--- src/rtl/balance_pid.sv ---
// Balance-loop PID controller: saturated P/I/D effort from pitch and pitch rate,
// plus the soft-start torque ramp consumed by segway_math.
module balance_pid #(
    parameter logic signed [4:0] P_COEFF  = 5'sd9,
    parameter bit                FAST_SIM = 1'b0
) (
    input  logic               clk,
    input  logic               rst_n,
    input  logic               vld,
    input  logic signed [15:0] ptch,
    input  logic signed [15:0] ptch_rt,
    input  logic               pwr_up,
    input  logic               rider_off,
    output logic signed [11:0] PID_cntrl,
    output logic        [7:0]  ss_tmr
);

    localparam logic [26:0] SS_STEP = FAST_SIM ? 27'd256 : 27'd1;

    function automatic logic signed [9:0] sat10(input logic signed [15:0] v);
        logic signed [9:0] r;
        if (v > 16'sd511) begin
            r = 10'sd511;
        end else if (v < -16'sd512) begin
            r = -10'sd512;
        end else begin
            r = v[9:0];
        end
        return r;
    endfunction

    function automatic logic signed [11:0] sat12(input logic signed [15:0] v);
        logic signed [11:0] r;
        if (v > 16'sd2047) begin
            r = 12'sd2047;
        end else if (v < -16'sd2048) begin
            r = -12'sd2048;
        end else begin
            r = v[11:0];
        end
        return r;
    endfunction

    logic signed [9:0]  err_sat_s;
    logic signed [14:0] p_term_s;
    logic signed [14:0] i_term_s;
    logic signed [15:0] d_term_s;
    logic signed [15:0] sum_s;
    logic signed [17:0] err_ext_s;
    logic signed [17:0] integ_sum_s;
    logic               integ_ovf_s;
    logic               ss_full_s;

    logic signed [17:0] integ_q, integ_d;
    logic signed [11:0] pid_q, pid_d;
    logic        [26:0] ss_cnt_q, ss_cnt_d;

    // PID datapath: error saturation, the three terms and the clamped sum
    always_comb begin
        err_sat_s = sat10(ptch);
        p_term_s  = {{5{err_sat_s[9]}}, err_sat_s} * {{10{P_COEFF[4]}}, P_COEFF};
        i_term_s  = {{3{integ_q[17]}}, integ_q[17:6]};
        // Arithmetic shift keeps small negative rates (e.g. -1) at -1, not large positive
        d_term_s  = 16'sd0 - (ptch_rt >>> 6);
        sum_s     = {p_term_s[14], p_term_s} + {i_term_s[14], i_term_s} + d_term_s;
        pid_d     = sat12(sum_s);
    end

    // Integrator next state: clear on rider_off, accumulate on vld unless it would overflow
    always_comb begin
        err_ext_s   = {{8{err_sat_s[9]}}, err_sat_s};
        integ_sum_s = integ_q + err_ext_s;
        integ_ovf_s = (integ_q[17] == err_ext_s[17]) && (integ_sum_s[17] != integ_q[17]);
        if (rider_off) begin
            integ_d = 18'sd0;
        end else if (vld && !integ_ovf_s) begin
            integ_d = integ_sum_s;
        end else begin
            integ_d = integ_q;
        end
    end

    // Soft-start counter next state: cleared while powered down, saturates at full scale
    always_comb begin
        ss_full_s = &ss_cnt_q[26:19];
        if (!pwr_up) begin
            ss_cnt_d = 27'd0;
        end else if (!ss_full_s) begin
            ss_cnt_d = ss_cnt_q + SS_STEP;
        end else begin
            ss_cnt_d = ss_cnt_q;
        end
    end

    // State registers
    always_ff @(posedge clk or negedge rst_n) begin
        if (!rst_n) begin
            integ_q  <= 18'sd0;
            pid_q    <= 12'sd0;
            ss_cnt_q <= 27'd0;
        end else begin
            integ_q  <= integ_d;
            pid_q    <= pid_d;
            ss_cnt_q <= ss_cnt_d;
        end
    end

    assign PID_cntrl = pid_q;
    assign ss_tmr    = ss_cnt_q[26:19];

endmodule

--- config.mk ---
export PLATFORM = sky130hd
export DESIGN_NAME = balance_pid
export DESIGN_NICKNAME = d
export VERILOG_FILES = /design/src/rtl/balance_pid.sv
export SDC_FILE = /design/constraint.sdc
export NUM_CORES = 1
export LEC_CHECK = 0
export CORE_MARGIN = 5
export CORE_UTILIZATION = 58
export DETAILED_ROUTE_END_ITERATION = 10
export HOLD_SLACK_MARGIN = 0.06
export PLACE_DENSITY_LB_ADDON = 0.1
export SLEW_MARGIN = 30
export SYNTH_ARGS = -nofsm -noshare
export SYNTH_HDL_FRONTEND = slang
export SYNTH_SLANG_ARGS = --single-unit
--- constraint.sdc ---
create_clock -name clk -period 3.8 [get_ports clk]
set_input_delay 0.76 -clock clk [delete_from_list [all_inputs] [get_ports clk]]
set_output_delay 0.76 -clock clk [all_outputs]
set_load 0.02 [all_outputs]
=== Word-level counts from Yosys, hierarchy flattened ===
Cells that the tools add are included.
W data, S select, Z words.

* ROM bits: 0
* Memories: 0
* Bits in latches: 0
* Word-level logic and storage cells: 29
* Bits in registers: 57
* Memory bits (writable): 0

* Divide/modulo/power cells: 0
* Order comparisons: 4
* Equal/unequal tests: 3
* $add $sub $neg: 5
* Mux-type cells: 8
* Bitwise logic cells: 0
* Shift-type cells: 0
* Reduce and logical (&&, ||, !) cells: 5
* Multiply operators: 1

{| class="wikitable"
|+ Operator list
! operator !! count
|-
| $mux W27 || 2
|-
| $mux W18 || 2
|-
| $add A27 B1 Y27 const B || 1
|-
| $mux W12 || 2
|-
| $mux W10 || 2
|-
| $add A18 B10 Y18 || 1
|-
| $add A15 B12 Y16 || 1
|-
| $add A16 B16 Y16 || 1
|-
| $gt A16 B10 Y1 const B || 1
|-
| $gt A16 B12 Y1 const B || 1
|-
| $lt A16 B10 Y1 const B || 1
|-
| $lt A16 B12 Y1 const B || 1
|-
| $mul A10 B5 Y15 const B || 1
|-
| $sub A1 B10 Y11 const A || 1
|-
| $reduce_and A8 Y1 || 1
|-
| $logic_and A1 B1 Y1 || 2
|-
| $ne A2 B2 Y1 const B || 1
|-
| $reduce_bool A2 Y1 || 1
|-
| $eq A1 B1 Y1 || 1
|-
| $logic_not A1 Y1 || 1
|-
| $ne A1 B1 Y1 || 1
|}

=== Longest topological paths before layout ===
Gate-level depths: netlist of run 1.

* Depth in word-level cells: 10
* Gate-level depth with buffers: 22
* Mapped depth without buffers: 21

=== Worst setup path before layout of run 1 ===
Ideal clock, no wire load.

* Path type: input -> register
* Start point: input ptch_rt[10]
* End point: register pid_q[5] (netlist: PID_cntrl[5])
* Setup slack: -1,665 ps
* Buffers on the path: 1
* Cell stages on the path: 21
* Library setup time: 118 ps
* Arrival: 5,346 ps
* Cells stage by stage: nor4_1 > nand2_1 > nor4_1 > nor2_1 > inv_1 > ha_1 > ha_1 > inv_1 > fa_1 > fa_1 > inv_1 > ha_1 > a21oi_1 > o21ai_0 > nor3_1 > a21oi_1 > or4b_2 > o311ai_0 > a21oi_2 > buf_6 > a21o_1

* Cells in the longest elaborated chain, start to end: 5
* Elaborated cells on any way between the ends: 6
* Those cells by class: add/sub (2); order compare (2); mux (2)

{| class="wikitable"
|+ RTL lines
! what !! line !! text
|-
| from (decl) || 11 || <nowiki>input logic signed [15:0] ptch_rt,</nowiki>
|-
| $sub A1 B10 Y11 * || 64 || <nowiki>d_term_s = 16'sd0 - (ptch_rt >>> 6);</nowiki>
|-
| $add A16 B16 Y16 * || 65 || <nowiki>sum_s = {p_term_s[14], p_term_s} + {i_term_s[14], i_term_s} + d_term_s;</nowiki>
|-
| $lt A16 B12 Y1 || 36 || <nowiki>end else if (v < -16'sd2048) begin</nowiki>
|-
| $mux W12 || 36 ||
|-
| $mux W12 * || 34 || <nowiki>if (v > 16'sd2047) begin</nowiki>
|-
| via pid_d[5] || 55 || <nowiki>logic signed [11:0] pid_q, pid_d;</nowiki>
|-
| to (signal assigned) || 103 || <nowiki>pid_q <= pid_d;</nowiki>
|-
| to (decl) || 55 ||
|}

Mark *: on every way through the listed nets, which the timed path passes. The rest lies on a longest branch.
A chain may end at the register's enable or synchronous reset.

=== Final worst setup path of run 1 ===
* Start point: input ptch_rt[7]
* End point: register pid_q[3] (netlist: PID_cntrl[3])

Same word-level chain as after synthesis.

==> impl_metrics.prom, run 1 <==
# TYPE chip_impl_metric gauge
chip_impl_metric{name="report.power.total",unit="W"} 0.00432
chip_impl_metric{name="dpl.hpwl",unit="um"} 10600
chip_impl_metric{name="report.final.setup_viol",unit=""} 14
chip_impl_metric{name="critical_path_arrival",unit="ns"} 5.45
chip_impl_metric{name="grt_antenna_before_repair",unit=""} 0
chip_impl_metric{name="worstRegToRegCells",unit=""} 13
chip_impl_metric{name="clk_pin_slew_worst_paths",unit="ns"} 0.08
chip_impl_info{name="post-synth-top-area-cell",value="dfrtp_1"} 1
chip_impl_metric{name="drt-wirelength-per-cell",unit="um"} 19.0
chip_impl_metric{name="yosys_register_bits",unit=""} 57
chip_impl_metric{name="final_nets",unit=""} 867
chip_impl_metric{name="ys_seq_area_share",unit="%"} 26.5
chip_impl_metric{name="first_pass_grt_wire_length",unit="um"} 24900
chip_impl_metric{name="cts.hold.buffers_added",unit=""} 0
chip_impl_metric{name="mappedNetlistNets",unit=""} 709
chip_impl_metric{name="critical_path.max_stage_delay",unit="ns"} 0.54
chip_impl_metric{name="synthArstFlopShare",unit="%"} 100
chip_impl_info{name="critPathCaptureType",value="register"} 1
chip_impl_metric{name="hold_viol",unit=""} 0
chip_impl_metric{name="detail_route.wirelength",unit="um"} 16400
chip_impl_info{name="crit_chain",value="clkbuf_2, inv_2, ha_4, nand2_1, xor2_1, ha_4, ha_4, inv_2, fa_1, fa_1, inv_2, ha_4, o21ai_2, o21bai_1, or4_4, a221o_1, xnor2_2, o311a_1, o21ai_2, buf_6, a31o_4"} 1
chip_impl_metric{name="maxCapViolations",unit=""} 0
chip_impl_metric{name="post-route-worst-setup-slack",unit="ns"} -1.36
chip_impl_metric{name="boundaryPins",unit=""} 57
chip_impl_metric{name="fmaxAchievable",unit="GHz"} 0.194
chip_impl_info{name="synth.most_common_cell",value="inv_1"} 1
chip_impl_metric{name="worst-path-max-fanout",unit=""} 6
chip_impl_info{name="clock_tree_from_tritoncts",value="done"} 1
chip_impl_metric{name="antenna_left",unit=""} 0
chip_impl_info{name="critPathLaunchType",value="primary input"} 1
chip_impl_metric{name="buffer_depth_of_the_longest_clock_path",unit=""} 2
chip_impl_metric{name="power_leakage",unit="nW"} 3.57
chip_impl_metric{name="grt_max_degree",unit=""} 39
chip_impl_info{name="synth.top_cells.by_area",value="dfrtp_1 (27%), ha_1 (14%), fa_1 (8.6%)"} 1
chip_impl_metric{name="post_synth.cell_area_avg",unit="um^2"} 9.14
chip_impl_metric{name="vias",unit=""} 5075
chip_impl_metric{name="ff2ff_setup_slack",unit="ns"} 0.11
chip_impl_info{name="outcome",value="complete, but fails checks"} 1
chip_impl_metric{name="num_rows",unit=""} 35
chip_impl_metric{name="dieHeight",unit="um"} 106
chip_impl_info{name="cpLargestDelayFamily",value="adder cells"} 1
chip_impl_metric{name="antenna_cells_inserted",unit=""} 0
chip_impl_metric{name="flow.area_growth_from_synthesis",unit="%"} 44.0
chip_impl_metric{name="layout.cell_area.non_filler",unit="um^2"} 7740
chip_impl_metric{name="floorplan.die_area",unit="um^2"} 11300
chip_impl_info{name="holdCritPathClass",value="in2async"} 1
chip_impl_info{name="critical_path.most_common_cell",value="ha_4"} 1
chip_impl_metric{name="utilization",unit="%"} 84.5
chip_impl_metric{name="detail_route.first_pass.iterations",unit=""} 5
chip_impl_metric{name="clock_latency",unit="ns"} 0.36
chip_impl_metric{name="clock_skew",unit="ns"} 0.0180
chip_impl_metric{name="place.gp.congestion",unit=""} 0.898
chip_impl_metric{name="max_slew_margin",unit="%"} 48.1
chip_impl_metric{name="synth_edf_count",unit=""} 0
chip_impl_metric{name="slew_violations",unit=""} 0
chip_impl_metric{name="placement.io_buffers",unit=""} 50
chip_impl_info{name="netlist_top_cells_count",value="inv_1 (76), ha_1 (61), dfrtp_1 (57)"} 1
chip_impl_metric{name="period_share",unit="%"} 136
chip_impl_metric{name="syn_area",unit="um^2"} 5370
chip_impl_metric{name="dpl-instance-area",unit="um^2"} 6850
chip_impl_metric{name="via_count_of_the_first_global_routing_pass",unit=""} 5295
chip_impl_info{name="timing.rr.start",value="integ_q[8]"} 1
chip_impl_info{name="rsz0062_at_grt",value="true"} 1
chip_impl_metric{name="cts_sinks",unit=""} 57
chip_impl_metric{name="worst-endpoint-required",unit="ns"} 4.08
chip_impl_metric{name="initial_core_utilization",unit="%"} 58.7
chip_impl_metric{name="placedCellCount",unit=""} 825
chip_impl_info{name="yosys_most_used_dff",value="dfrtp_1"} 1
chip_impl_metric{name="cts_max_level",unit=""} 3
chip_impl_info{name="crit_slowest_cell",value="fa_1"} 1
chip_impl_info{name="cts-root-buf",value="clkbuf_8"} 1
chip_impl_metric{name="layout.cells.non_filler",unit=""} 862
chip_impl_metric{name="final_layout_size_suffix_gt1_share",unit="%"} 34.4
chip_impl_metric{name="critical_path_buf_inv_count",unit=""} 5
chip_impl_metric{name="irDropWorstVdd",unit="V"} 0.000272
chip_impl_metric{name="drt-initial-drc-count",unit=""} 238
chip_impl_info{name="crit_type",value="in2reg"} 1
chip_impl_metric{name="power_density",unit="nW/um^2"} 558
chip_impl_metric{name="synth_warnings",unit=""} 0
chip_impl_metric{name="cts_made_buffers",unit=""} 9
chip_impl_metric{name="layout_min_cycle_time",unit="ns"} 5.16
chip_impl_metric{name="synthDistinctLibCells",unit=""} 57
chip_impl_metric{name="die_span_in_x",unit="um"} 106
chip_impl_metric{name="core-area",unit="um^2"} 9150
chip_impl_metric{name="transition_at_the_pin_with_the_smallest_max_transition_slack",unit="ns"} 0.776
chip_impl_metric{name="drt-vias-per-instance",unit=""} 5.89
chip_impl_metric{name="detail_route.drc_violations",unit=""} 0
chip_impl_info{name="violations",value="negative setup slack"} 1
chip_impl_metric{name="synth_top_cell_area_share",unit="%"} 26.5
chip_impl_info{name="timing.rr.end",value="PID_cntrl[3]"} 1
chip_impl_metric{name="grt_resource_usage_total",unit="%"} 27.7
chip_impl_metric{name="grt_overflow",unit=""} 0
chip_impl_metric{name="synthCells",unit=""} 588
## worst max-delay path by stage
| stage | start | slack [ns] | depth (start not counted) | end |
|---|---|---|---|---|
| after floorplan | ptch[10] | -1.30 | 19 | PID_cntrl[10] |
| after global placement | ptch_rt[9] | -1.95 | 20 | PID_cntrl[3] |
| after detailed placement | ptch_rt[9] | -2.07 | 20 | PID_cntrl[3] |
| after CTS | ptch[14] | -1.29 | 20 | PID_cntrl[3] |
| after global routing | ptch[15] | -1.48 | 19 | PID_cntrl[3] |
| final | ptch_rt[7] | -1.36 | 21 | PID_cntrl[3] |
## routing by layer
| metal | global-route usage, % | vias to the layer above | share of wire, % |
|---|---|---|---|
| met4 | 9.62 | 0 | 4.6 |
| met3 | 5.34 | 71 | 4.0 |
| met5 | 0 | - | 0 |
| met2 | 51.0 | 187 | 52 |
| li1 | - | 2322 | - |
| met1 | 31.8 | 2495 | 39 |
## registers in the layout, indices dropped and copies added, names as in the netlist
signal and cells:
integ_q 18, PID_cntrl 12, ss_cnt_q 27
## layout make-up
class / instances / area, um^2
multi-input cells: 435 / 4210
inverters: 76 / 285
well taps: 111 / 139
repair buffers: 167 / 1450
clock buffers: 13 / 179
flip-flops and latches: 57 / 1430
clock inverters: 3 / 46.3
fillers: 458 / 1420
## cells by family after synthesis
group / after synthesis / share of synthesized area (%)
DFF: 57 / 26.5
and+or+nand+nor: 161 / 15.5
muxes: 7 / 1.30
AOI/OAI and AO/OA: 131 / 17.3
buffers and inverters: 97 / 8.13
adders and majority gates: 84 / 22.8
xor gates and xnor gates: 51 / 8.45
## through the flow
step                worst slack, ns  TNS, ns  hold slack [ns]
global placement              -1.95   -41.39            0.516
floorplan                     -1.30   -15.07            0.464
CTS                           -1.29   -14.86            0.540
detailed placement            -2.07   -43.76            0.523
global route                  -1.48   -18.28            0.414
finish                        -1.36   -15.76            0.380
## where the power goes
group	switching, W	internal [W]	leakage (nW)	total, W
clock network	0.000281	0.000376	0.112	0.000657
logic	0.00143	0.00146	2.71	0.00289
registers	0.0000581	0.000714	0.748	0.000772
## placed cells by master (no fill, tap or decap), drive strengths merged, types with 3 or more instances in the layout
| master | Yosys | layout |
|---|---|---|
| ha | 61 | 61 |
| inv | 76 | 76 |
| a31o | 5 | 5 |
| clkbuf | 7 | 16 |
| a21o | 18 | 18 |
| o21ai | 24 | 24 |
| nand2 | 32 | 32 |
| and2 | 23 | 23 |
| nand2b | 5 | 5 |
| nand4 | 8 | 8 |
| o21a | 15 | 15 |
| dlygate4sd2 | 0 | 4 |
| nor2b | 3 | 3 |
| nor4 | 4 | 4 |
| nor2 | 38 | 38 |
| a31oi | 3 | 3 |
| clkdlybuf4s50 | 0 | 33 |
| buf | 14 | 125 |
| xor2 | 13 | 13 |
| a21boi | 6 | 6 |
| mux2i | 7 | 7 |
| or2 | 3 | 3 |
| nor3 | 8 | 8 |
| a211oi | 12 | 12 |
| or3 | 6 | 6 |
| a21oi | 29 | 30 |
| o21bai | 3 | 3 |
| xnor2 | 38 | 38 |
| fa | 23 | 23 |
| nand3 | 18 | 18 |
| dfrtp | 57 | 57 |
| and3 | 6 | 6 |
## timing repair
item / 4_1_cts / 5_1_grt
setup buffers: 9 / 10
pin swaps: 43 / 69
endpoints found under the setup margin: 29 / 29
resized for setup: 88 / 66
gates cloned: 1 / 1
No activity file was read; power rests on OpenSTA's default activity.
==> run 2: changes to the inputs <==
Settings changed: ABC_CLOCK_PERIOD_IN_PS from default to 3800, REMOVE_ABC_BUFFERS from default to 1.
==> impl_metrics.prom, run 2 (synthesis results as in run 1) <==
# TYPE chip_impl_metric gauge
chip_impl_metric{name="final_nets",unit=""} 874
chip_impl_metric{name="cts_sinks",unit=""} 57
chip_impl_metric{name="first_pass_grt_wire_length",unit="um"} 25800
chip_impl_metric{name="report.final.setup_viol",unit=""} 29
chip_impl_metric{name="vias",unit=""} 5189
chip_impl_info{name="registers.top_by_ff_count",value="ss_cnt_q"} 1
chip_impl_metric{name="drt-vias-per-instance",unit=""} 5.97
chip_impl_info{name="cts-root-buf",value="clkbuf_8"} 1
chip_impl_info{name="outcome",value="complete, but fails checks"} 1
chip_impl_metric{name="final_layout_size_suffix_gt1_share",unit="%"} 35.5
chip_impl_info{name="layout.cells.most_common",value="buf_4"} 1
chip_impl_info{name="critPathCaptureType",value="register"} 1
chip_impl_metric{name="grt_overflow",unit=""} 0
chip_impl_metric{name="flow.area_growth_from_synthesis",unit="%"} 46.8
chip_impl_metric{name="detail_route.drc_violations",unit=""} 0
chip_impl_metric{name="cts_made_buffers",unit=""} 9
chip_impl_metric{name="dpl-instance-area",unit="um^2"} 6710
chip_impl_metric{name="utilization",unit="%"} 86.2
chip_impl_metric{name="maxCapViolations",unit=""} 0
chip_impl_metric{name="ff2ff_setup_slack",unit="ns"} 0.10
chip_impl_metric{name="power_leakage",unit="nW"} 3.62
chip_impl_metric{name="grt_antenna_before_repair",unit=""} 0
chip_impl_metric{name="clock_skew",unit="ns"} 0.0156
chip_impl_metric{name="via_count_of_the_first_global_routing_pass",unit=""} 5422
chip_impl_metric{name="worst-endpoint-required",unit="ns"} 4.08
chip_impl_metric{name="dpl.hpwl",unit="um"} 10400
chip_impl_metric{name="fin_setup_tns",unit="ns"} -21.37
chip_impl_metric{name="grt_resource_usage_total",unit="%"} 28.8
chip_impl_info{name="rsz0062_at_grt",value="true"} 1
chip_impl_metric{name="post-route-worst-setup-slack",unit="ns"} -1.48
chip_impl_metric{name="transition_at_the_pin_with_the_smallest_max_transition_slack",unit="ns"} 0.747
chip_impl_metric{name="max_slew_margin",unit="%"} 50.0
chip_impl_metric{name="detail_route.first_pass.iterations",unit=""} 6
chip_impl_metric{name="die_span_in_x",unit="um"} 106
chip_impl_metric{name="detail_route.wirelength",unit="um"} 17900
chip_impl_info{name="most-common-layout-cells",value="buf_4 (102), inv_1 (61), dfrtp_1 (57)"} 1
chip_impl_metric{name="worst-path-max-fanout",unit=""} 6
chip_impl_metric{name="num_rows",unit=""} 35
chip_impl_metric{name="critical_path.max_stage_delay",unit="ns"} 0.51
chip_impl_info{name="critical_path.most_common_cell",value="ha_4"} 1
chip_impl_metric{name="multi_input_comb_area",unit="um^2"} 4300
chip_impl_metric{name="hold_viol",unit=""} 0
chip_impl_info{name="critPathLaunchType",value="primary input"} 1
chip_impl_metric{name="antenna_cells_inserted",unit=""} 0
chip_impl_info{name="clock_tree_from_tritoncts",value="done"} 1
chip_impl_metric{name="layout.cell_area.non_filler",unit="um^2"} 7890
chip_impl_metric{name="floorplan.die_area",unit="um^2"} 11300
chip_impl_metric{name="seqCellArea",unit="um^2"} 1430
chip_impl_info{name="holdCritPathClass",value="in2async"} 1
chip_impl_metric{name="layout_min_cycle_time",unit="ns"} 5.28
chip_impl_metric{name="clock_latency",unit="ns"} 0.35
chip_impl_metric{name="clk_pin_slew_worst_paths",unit="ns"} 0.08
chip_impl_metric{name="critical_path_arrival",unit="ns"} 5.56
chip_impl_metric{name="cts.hold.buffers_added",unit=""} 0
chip_impl_metric{name="irDropWorstVdd",unit="V"} 0.000341
chip_impl_metric{name="boundaryPins",unit=""} 57
chip_impl_metric{name="power_density",unit="nW/um^2"} 546
chip_impl_metric{name="largest_reg_flops",unit=""} 27
chip_impl_metric{name="placement.io_buffers",unit=""} 50
chip_impl_metric{name="grt_max_degree",unit=""} 38
chip_impl_metric{name="dieHeight",unit="um"} 106
chip_impl_metric{name="initial_core_utilization",unit="%"} 58.7
chip_impl_info{name="violations",value="negative setup slack"} 1
chip_impl_metric{name="place.gp.congestion",unit=""} 0.845
chip_impl_metric{name="period_share",unit="%"} 139
chip_impl_info{name="crit_chain",value="buf_2, nor4_4, nand2_2, buf_6, nor2_2, xnor2_2, ha_4, ha_4, fa_1, inv_1, fa_1, inv_2, ha_4, nand2_1, o21ai_1, nor3b_1, a221o_1, xnor2_2, o311a_1, o21ai_2, buf_6, a21o_1"} 1
chip_impl_info{name="crit_slowest_cell",value="fa_1"} 1
chip_impl_info{name="crit_type",value="in2reg"} 1
chip_impl_metric{name="slew_violations",unit=""} 0
chip_impl_metric{name="n_fill_cell",unit=""} 452
chip_impl_metric{name="cts_max_level",unit=""} 3
chip_impl_metric{name="buffer_depth_of_the_longest_clock_path",unit=""} 2
chip_impl_metric{name="core-area",unit="um^2"} 9150
chip_impl_metric{name="drt-wirelength-per-cell",unit="um"} 20.6
chip_impl_metric{name="drt-initial-drc-count",unit=""} 323
chip_impl_metric{name="minimum_setup_slack_after_placement",unit="ns"} -2.53
chip_impl_metric{name="antenna_left",unit=""} 0
chip_impl_metric{name="fmaxAchievable",unit="GHz"} 0.189
-- run 2: critical path: cells and delay by family --
family	cells	cell delay, ns
fa+ha+maj	5	1.77
compound gates	5	1.22
simple gates	5	1.01
buf+inv	5	0.55
xor+xnor	2	0.25
-- run 2: report_power, final --
group	internal, W	total (W)	switching (W)
Combinational	0.00146	0.00292	0.00146
Sequential	0.000714	0.000779	0.0000653
Clock	0.000339	0.000611	0.000272
Total	0.00251	0.00431	0.00180
-- run 2: worst paths after layout --
path,startpoint,to,cells past startpoint
worst min-delay path,rst_n,ss_cnt_q[24],1
worst min register to register,ss_cnt_q[26],ss_cnt_q[26],1
worst max register to register,integ_q[8],PID_cntrl[2],13
min in group clk,ss_cnt_q[26],ss_cnt_q[26],1
max in group asynchronous,rst_n,ss_cnt_q[14],2
worst max-delay path,ptch_rt[8],PID_cntrl[2],22
-- run 2: layout make-up --
type                    count  area share, %
clock buffers              12           1.97
clock inverters             4          0.650
inverters                  76           3.62
multi-input cells         435           54.5
flip-flops and latches     57           18.1
well taps                 111           1.76
repair buffers            174           19.4
-- run 2: routing by layer --
layer	GRT usage, %	vias up	part of all wire [%]
met5	0	-	0
li1	-	2332	-
met2	51.5	244	52
met3	5.22	84	6.0
met1	33.4	2529	37
met4	13.0	0	4.9
-- run 2: timing repair --
| item | 4_1_cts | 5_1_grt |
|---|---|---|
| pin swaps | 61 | 56 |
| gates cloned | 3 | 0 |
| setup endpoints to repair | 30 | 29 |
| gates resized for setup | 147 | 49 |
| setup buffers | 9 | 3 |
-- run 2: metrics by stage --
step                      instances  hold WS (ns)  total power, W
after floorplan                 567         0.464         0.00207
after global placement          836         0.504         0.00289
after detailed placement        838         0.511         0.00295
after CTS                       866         0.530         0.00396
after global routing            869         0.416         0.00456
final                           869         0.389         0.00431
==> run 3: changes to the inputs <==
Settings changed: SKIP_LAST_GASP from default to 1.
==> impl_metrics.prom, run 3 (synthesis results as in run 1) <==
# TYPE chip_impl_metric gauge
chip_impl_info{name="outcome",value="complete, but fails checks"} 1
chip_impl_info{name="violations",value="negative setup slack"} 1
chip_impl_metric{name="fmaxAchievable",unit="GHz"} 0.187
chip_impl_metric{name="detail_route.first_pass.iterations",unit=""} 6
chip_impl_metric{name="drt-initial-drc-count",unit=""} 345
chip_impl_metric{name="detail_route.drc_violations",unit=""} 0
chip_impl_metric{name="buffer_depth_of_the_longest_clock_path",unit=""} 2
chip_impl_metric{name="flow.area_growth_from_synthesis",unit="%"} 46.7
chip_impl_metric{name="cts_sinks",unit=""} 57
chip_impl_metric{name="antenna_left",unit=""} 0
chip_impl_metric{name="floorplan.die_area",unit="um^2"} 11300
chip_impl_metric{name="n_fill_cell",unit=""} 447
chip_impl_info{name="most-common-layout-cells",value="buf_4 (107), inv_1 (65), dfrtp_1 (57)"} 1
chip_impl_metric{name="largest_reg_flops",unit=""} 27
chip_impl_metric{name="dpl.hpwl",unit="um"} 10400
chip_impl_metric{name="via_count_of_the_first_global_routing_pass",unit=""} 5238
chip_impl_metric{name="place.gp.congestion",unit=""} 0.845
chip_impl_info{name="cts-root-buf",value="clkbuf_8"} 1
chip_impl_metric{name="irDropWorstVdd",unit="V"} 0.000324
chip_impl_metric{name="core-area",unit="um^2"} 9150
chip_impl_metric{name="maxCapViolations",unit=""} 0
chip_impl_metric{name="hold_viol",unit=""} 0
chip_impl_info{name="clock_tree_from_tritoncts",value="done"} 1
chip_impl_metric{name="cts_max_level",unit=""} 3
chip_impl_info{name="crit_type",value="in2reg"} 1
chip_impl_metric{name="num_rows",unit=""} 35
chip_impl_metric{name="power_leakage",unit="nW"} 3.63
chip_impl_metric{name="transition_at_the_pin_with_the_smallest_max_transition_slack",unit="ns"} 0.756
chip_impl_metric{name="detail_route.wirelength",unit="um"} 17700
chip_impl_metric{name="grt_overflow",unit=""} 0
chip_impl_metric{name="critical_path_arrival",unit="ns"} 5.65
chip_impl_metric{name="die_span_in_x",unit="um"} 106
chip_impl_metric{name="initial_core_utilization",unit="%"} 58.7
chip_impl_metric{name="drt-vias-per-instance",unit=""} 5.95
chip_impl_info{name="holdCritPathClass",value="in2async"} 1
chip_impl_metric{name="worst-path-max-fanout",unit=""} 6
chip_impl_metric{name="final_nets",unit=""} 875
chip_impl_metric{name="grt_resource_usage_total",unit="%"} 27.8
chip_impl_metric{name="placement.io_buffers",unit=""} 50
chip_impl_info{name="rsz0062_at_grt",value="true"} 1
chip_impl_metric{name="grt_max_degree",unit=""} 38
chip_impl_metric{name="post-route-worst-setup-slack",unit="ns"} -1.56
chip_impl_metric{name="layout_min_cycle_time",unit="ns"} 5.36
chip_impl_metric{name="drt-wirelength-per-cell",unit="um"} 20.4
chip_impl_metric{name="grt_antenna_before_repair",unit=""} 0
chip_impl_metric{name="clk_pin_slew_worst_paths",unit="ns"} 0.08
chip_impl_metric{name="vias",unit=""} 5177
chip_impl_metric{name="power_density",unit="nW/um^2"} 545
chip_impl_metric{name="clock_skew",unit="ns"} 0.0143
chip_impl_metric{name="cts_made_buffers",unit=""} 9
chip_impl_metric{name="report.final.setup_viol",unit=""} 29
chip_impl_metric{name="first_pass_grt_wire_length",unit="um"} 24800
chip_impl_metric{name="worst-endpoint-required",unit="ns"} 4.10
chip_impl_metric{name="dieHeight",unit="um"} 106
chip_impl_metric{name="fin_setup_tns",unit="ns"} -20.34
chip_impl_metric{name="max_slew_margin",unit="%"} 49.5
chip_impl_info{name="registers.top_by_ff_count",value="ss_cnt_q"} 1
chip_impl_metric{name="clock_latency",unit="ns"} 0.35
chip_impl_metric{name="report.power.total",unit="W"} 0.00429
chip_impl_metric{name="period_share",unit="%"} 141
chip_impl_info{name="layout.cells.most_common",value="buf_4"} 1
chip_impl_metric{name="slew_violations",unit=""} 0
chip_impl_info{name="critPathLaunchType",value="primary input"} 1
chip_impl_metric{name="boundaryPins",unit=""} 57
chip_impl_metric{name="final_layout_size_suffix_gt1_share",unit="%"} 34.8
chip_impl_metric{name="antenna_cells_inserted",unit=""} 0
chip_impl_metric{name="cts.hold.buffers_added",unit=""} 0
chip_impl_info{name="critPathCaptureType",value="register"} 1
-- run 3: cell count changes in the layout (fill, tap and decap cells not counted), moves of 4 or more --
cell,change
buf_6,-4
buf_4,+5
inv_2,-4
inv_1,+4
-- run 3: worst paths after layout --
path | from | end | slack, ns | cells after the start
worst min-delay path | rst_n | ss_cnt_q[25] | 0.37 | 1
worst min register to register | ss_cnt_q[26] | ss_cnt_q[26] | 0.53 | 1
worst max-delay path | ptch_rt[8] | PID_cntrl[3] | -1.56 | 23
worst max register to register | integ_q[8] | PID_cntrl[3] | 0.11 | 13
min in group clk | ss_cnt_q[26] | ss_cnt_q[26] | 0.53 | 1
max in group asynchronous | rst_n | ss_cnt_q[14] | 2.75 | 2
-- run 3: cell type report --
| class | instances | area, um^2 | area share, % |
|---|---|---|---|
| well taps | 111 | 139 | 1.76 |
| inverters | 76 | 285 | 3.62 |
| clock buffers | 12 | 155 | 1.97 |
| repair buffers | 175 | 1520 | 19.3 |
| flip-flops and latches | 57 | 1430 | 18.1 |
| clock inverters | 4 | 51.3 | 0.651 |
| multi-input cells | 435 | 4300 | 54.6 |
-- run 3: worst max-delay path, cell delays in order --
cell	delay [ns]
buf_2	0.13
nor4_4	0.36
nand2_2	0.17
buf_6	0.15
nor2_2	0.15
xnor2_2	0.17
ha_4	0.25
ha_4	0.24
fa_1	0.54
inv_1	0.06
fa_1	0.49
inv_2	0.05
ha_4	0.16
buf_4	0.13
a21oi_1	0.15
o21ai_1	0.13
nor3b_2	0.19
a221o_1	0.35
xnor2_2	0.17
o311a_1	0.37
o21ai_2	0.19
buf_6	0.15
a31o_4	0.14
-- run 3: timing repair --
item / CTS / global route
buffers inserted: 9 / 5
pin swaps: 60 / 52
gates resized for setup: 138 / 51
cloned: 3 / 0
endpoints found under the setup margin: 30 / 29
-- run 3: power breakdown --
group	internal (W)	switching (W)	total [W]	leakage, nW
clock network	0.000339	0.000277	0.000616	0.103
registers	0.000714	0.0000626	0.000776	0.748
logic	0.00145	0.00145	0.00290	2.78
-- run 3: metrics by stage --
step	setup WS, ns	cells	hold slack, ns	area, um^2	util, %
after global routing	-1.62	870	0.416	7880	86.1
final	-1.56	870	0.372	7880	86.1
after detailed placement	-2.53	838	0.511	6710	73.4
after CTS	-1.30	866	0.530	7610	83.1
after global placement	-2.33	836	0.504	6690	73.1
after floorplan	-2.08	567	0.464	5220	-
-- run 3: routing by layer --
metal / share of wire, % / track usage (%)
met1: 38 / 32.0
met2: 51 / 50.7
met3: 5.9 / 4.07
met4: 5.5 / 13.0
met5: 0 / 0
